**config.mk**
```make
export PLATFORM = sky130hd
export DESIGN_NAME = mod_rx_commut
export DESIGN_NICKNAME = d
export VERILOG_FILES = /design/src/rtl/mod_commut_pkg.sv /design/src/rtl/mod_commut_gap_timer.sv /design/src/rtl/mod_rx_commut.sv
export SDC_FILE = /design/constraint.sdc
export NUM_CORES = 1
export LEC_CHECK = 0
export ABC_AREA = 0
export BUFFER_PORTS_ARGS = -buffer_cell sky130_fd_sc_hd__buf_2
export CAP_MARGIN = 20
export CORE_ASPECT_RATIO = 0.5
export CORE_UTILIZATION = 35
export CTS_BUF_LIST = sky130_fd_sc_hd__clkbuf_8 sky130_fd_sc_hd__clkbuf_16
export CTS_CLUSTER_DIAMETER = 40
export DETAILED_ROUTE_END_ITERATION = 10
export PLACE_DENSITY = 0.55
export SETUP_SLACK_MARGIN = 0.15
export SKIP_CTS_REPAIR_TIMING = 1
export SYNTH_ARGS = -nofsm -noshare
export SYNTH_HDL_FRONTEND = slang
export SYNTH_SLANG_ARGS = --single-unit
```
**constraint.sdc**
```tcl
create_clock -name clk -period 1.83 [get_ports clk]
set_clock_uncertainty 0.05 [all_clocks]
set_input_delay 0.0915 -clock clk [delete_from_list [all_inputs] [get_ports clk]]
set_output_delay 0.0915 -clock clk [all_outputs]
set_load 0.02 [all_outputs]
```
**src/rtl/mod_commut_pkg.sv**
```systemverilog
// mod_commut_pkg: shared types and defaults for the commutator link (tx and rx sides)
// Contents: state enum, default beat/word widths, beat-counter width helper.
package mod_commut_pkg;
    typedef enum logic {IDLE, COLLECT} state_e;
    localparam int unsigned DEF_IN_WIDTH  = 8;
    localparam int unsigned DEF_OUT_WIDTH = 32;
    function automatic int unsigned cnt_w(input int unsigned beats);
        return $clog2(beats + 1);
    endfunction
endpackage

```
**src/rtl/mod_commut_gap_timer.sv**
```systemverilog
// mod_commut_gap_timer: loadable down-counter flagging an idle gap of CYC cycles
// Ports: clk, rst_n (async active-low), load_i (reload to CYC), dec_i (count one idle cycle),
//        expire_o (combinational: this idle cycle is the CYC-th in a row).
module mod_commut_gap_timer #(
    parameter int unsigned CYC = 16
) (
    input  logic clk,
    input  logic rst_n,
    input  logic load_i,
    input  logic dec_i,
    output logic expire_o
);
    localparam int unsigned W = $clog2(CYC + 1);
    logic [W-1:0] cnt_q;
    always_ff @(posedge clk or negedge rst_n) begin
        if (!rst_n) cnt_q <= W'(CYC);
        else if (load_i) cnt_q <= W'(CYC);
        else if (dec_i && cnt_q != '0) cnt_q <= cnt_q - 1'b1;
    end
    assign expire_o = dec_i && cnt_q == W'(1);
endmodule

```
**src/rtl/mod_rx_commut.sv**
```systemverilog
// mod_rx_commut: receive-side commutator, deserializes NUMB_OF_BEATS narrow beats (LS beat first) into one word
// Ports: clk, rst_n (async active-low), start_sig (beat 0 marker), in_valid, in_bus[IN_WIDTH],
//        out_bus[OUT_WIDTH] (held until next completion), ready (1-cycle new-word pulse),
//        busy (word partially collected), frame_err (1-cycle partial-word-discarded pulse).
// Build option: define RXC_TIMEOUT_EN to drop a partial word after TIMEOUT_CYC idle cycles.
module mod_rx_commut
    import mod_commut_pkg::*;
#(
    parameter int unsigned IN_WIDTH      = DEF_IN_WIDTH,
    parameter int unsigned OUT_WIDTH     = DEF_OUT_WIDTH,
    parameter int unsigned NUMB_OF_BEATS = OUT_WIDTH / IN_WIDTH,
    parameter int unsigned TIMEOUT_CYC   = 16
) (
    input  logic                 clk,
    input  logic                 rst_n,
    input  logic                 start_sig,
    input  logic                 in_valid,
    input  logic [IN_WIDTH-1:0]  in_bus,
    output logic [OUT_WIDTH-1:0] out_bus,
    output logic                 ready,
    output logic                 busy,
    output logic                 frame_err
);
    localparam int unsigned CW = cnt_w(NUMB_OF_BEATS);
    if (NUMB_OF_BEATS < 1 || OUT_WIDTH != IN_WIDTH * NUMB_OF_BEATS || TIMEOUT_CYC < 1)
        $error("mod_rx_commut: bad width/beat/timeout parameters");
    state_e               state_q;
    logic [CW-1:0]        cnt_q, cnt_d;
    logic [OUT_WIDTH-1:0] shft_q, shft_d, out_q;
    logic                 ready_q, err_q;
    logic                 collect, accept, restart, done, timeout;
    assign collect = state_q == COLLECT;
    assign accept  = in_valid && (start_sig || collect);
    assign restart = in_valid && start_sig && collect;
    // A start beat always begins a fresh word, even mid-collection.
    assign cnt_d   = (collect && !start_sig) ? cnt_q + 1'b1 : CW'(1);
    assign done    = cnt_d == CW'(NUMB_OF_BEATS);
    if (NUMB_OF_BEATS == 1) begin : g_one
        assign shft_d = in_bus;
    end else begin : g_many
        assign shft_d = {in_bus, shft_q[OUT_WIDTH-1:IN_WIDTH]};
    end
`ifdef RXC_TIMEOUT_EN
    mod_commut_gap_timer #(.CYC(TIMEOUT_CYC)) u_gap (
        .clk      (clk),
        .rst_n    (rst_n),
        .load_i   (!collect || in_valid),
        .dec_i    (collect && !in_valid),
        .expire_o (timeout)
    );
`else
    assign timeout = 1'b0;
`endif
    always_ff @(posedge clk or negedge rst_n) begin
        if (!rst_n) begin
            state_q <= IDLE;
            cnt_q   <= '0;
            shft_q  <= '0;
            out_q   <= '0;
            ready_q <= 1'b0;
            err_q   <= 1'b0;
        end else begin
            ready_q <= accept && done;
            err_q   <= restart || timeout;
            if (accept) begin
                shft_q <= shft_d;
                if (done) begin
                    out_q   <= shft_d;
                    state_q <= IDLE;
                    cnt_q   <= '0;
                end else begin
                    state_q <= COLLECT;
                    cnt_q   <= cnt_d;
                end
            end else if (timeout) begin
                state_q <= IDLE;
                cnt_q   <= '0;
            end
        end
    end
    assign out_bus   = out_q;
    assign ready     = ready_q;
    assign busy      = collect;
    assign frame_err = err_q;
endmodule

```
==> reports/metrics.cfg <==
[synthesis]
synthCells=145
yosys.area_share.simple_pct=2.95
synth_top_family_by_area=multiplexers
synthMuxAreaShare_pct=26.5
synth-compound-area-share_pct=2.00
synth.distinct_cells=22
yosysWarnings=0
avgSynthCellArea_um2=16.4
synth-xor-area-share_pct=0.369
ys_seq_area_share_pct=65.3
synth_area_leaders=dfrtp_1 65%, mux2_2 26%, buf_6 1.4%
yosys_register_bits=62
synth_nets=158
synthAdderAreaFrac_pct=0.527
syn-cell-area_mm2=0.00238
synth_top_cell_by_area=dfrtp_1
synth_top_area_share_pct=65.3

[die]
start_util_pct=37.7
die_w_um=119
die_area_mm2=0.00714
row_count=20
fp.coreArea_mm2=0.00631
dieHeight_um=60.3
ios=47

[timing]
setup_viol=26
setup_ws_ps=-91.6
finalSetupTns_ps=-1670
tightest_slew_ps=476
rsz0062_at_grt=true
worst_hold_slack_ps=56.4
hold_viol=0
layout_min_cycle_time_ps=1920
max_freq_mhz=520
slew_violations=0
fin_crit_sh_pct=105
slew_headroom_pct=68.3

[worst_hold_path]
hold_path.class=input pin to register

[finish]
diodes=0
mostFrequentLayoutCell=dfrtp_1
layout.cells.most_common_list=62 x dfrtp_1, 46 x buf_2, 36 x mux2_2, 18 x mux2_4
final_nets=231
final_layout_size_suffix_gt1_share_pct=58.1
areaGrowthSynthToFinish_pct=38.7
layout.cells.non_filler=310

[routing]
drt-total-wl_um=4500
vias=1426
vias_per_cell=4.60
drc=0
routedWlPerCell_um=14.5
firstDrtPassIters=3
drtIter0Drc=37
ant_nets=0

[power_and_ir_drop]
finalPower_mw=5.73
leakage_nw=1.57
power_density_mw_per_mm2=1740
vdd_ir_drop_max_uv=528

[setup_path]
required_ps=1970
cp_num_buf_inv=2
crit_path_start_kind=register
critPathCaptureType=register
cp_slowest_cell=dfrtp_1
critPathMaxStageDelay_ps=410
crit_fanout=11
cp_cell_sequence=ha_4 > nor3b_2 > nor3b_4 > buf_6 > buf_12 > mux2_1
worstPathArrival_ps=2060
cp_top_family=simple AND/OR/NAND/NOR gates
critPathKind=register to register

[outcome]
violations=negative setup slack
outcome=finished with violations

[global_routing]
grt_util_all_layers_pct=13.2
grt_pass1_vias=1459
grt_max_degree=43
grt_pass1_wl_um=6920
antenna_found_initial=0
grt_overflow=0

[clock_network]
cts.htree.levels=3
cts_tree=done
cts_buffers=9
clockRootBuffer=clkbuf_16
cts.sinks=62
clk_pin_slew_ps=50
clockBufferDepth=2
clk_latency_ps=310

[placed_design]
portBuffers=46
gp_congestion=0.771
dp_slack_ps=-126
place_inst=281

[run]
maxCapViolCount=0

[flip-flops by register name, indices dropped and copies added, names as in the netlist]
register   count
out_bus       32
shft_q        24
cnt_q          3
busy           1
frame_err      1
ready          1
[kinds of logic (layout without fill, tap and decap cells)]
logic type                 count (synthesis)  after routing
AOI/OAI and AO/OA                          7              7
adders and majority gates                  1              1
muxes                                     56             56
xor gates and xnor gates                   1              1
buffers and inverters                      8             85
and+or+nand+nor                           10             10
DFF                                       62             62
[synth_stat cells]
library cell / count
nand3_1: 1
nor3b_4: 1
o31a_1: 1
o21ai_1: 1
inv_1: 3
nor4_1: 1
nor2b_1: 1
buf_6: 3
a311o_1: 1
mux2_1: 2
nand2_1: 2
mux2_2: 54
nor2_1: 2
o21ai_0: 2
buf_2: 2
o2bb2ai_1: 1
a21oi_1: 1
xnor2_1: 1
nor3b_2: 1
nand2b_1: 1
dfrtp_1: 62
ha_1: 1
[stage by stage]
| stage | area [µm²] | util [%] |
|---|---|---|
| 6_report | 3300 | 52.3 |
| 5_1_grt | 3300 | 52.3 |
| 4_1_cts | 3060 | 48.5 |
| 3_5_place_dp | 2770 | 43.9 |
| 3_3_place_gp | 2770 | 43.9 |
| 2_1_floorplan | 2380 | - |
[worst min-delay path, delay by kind of cell]
family          cells  cell delay [ps]
compound gates      1               80
buf+inv             1              140
simple gates        1               70
[final timing paths]
kind	start	end	slack [ps]	cells past startpoint
min reg2reg	out_bus[7]	out_bus[7]	440	1
max	cnt_q[1]	out_bus[19]	-90	6
min in group asynchronous	rst_n	shft_q[14]	210	2
max reg2reg	cnt_q[1]	out_bus[19]	-90	6
max in group asynchronous	rst_n	frame_err	940	3
min	in_valid	busy	60	3
[per-layer routing]
metal | global-route usage (%) | vias to the layer above | wire (µm)
met5 | 0 | - | 0
met2 | 21.0 | 28 | 2210
li1 | - | 660 | -
met4 | 5.42 | 0 | 10
met1 | 15.2 | 736 | 2070
met3 | 6.87 | 2 | 216
[final cells by class]
type,count,area [µm²]
repair buffers,67,479
fillers,564,3010
well taps,88,110
flip-flops and latches,62,1550
clock inverters,5,51.3
multi-input cells,75,853
inverters,3,11.3
clock buffers,10,239
[power breakdown]
group / switching (mW) / internal (mW) / total, mW
registers: 0.312 / 1.93 / 2.24
logic: 0.920 / 0.977 / 1.90
clock network: 0.527 / 1.07 / 1.60
Note: power is estimated with default switching activity, not from simulation.
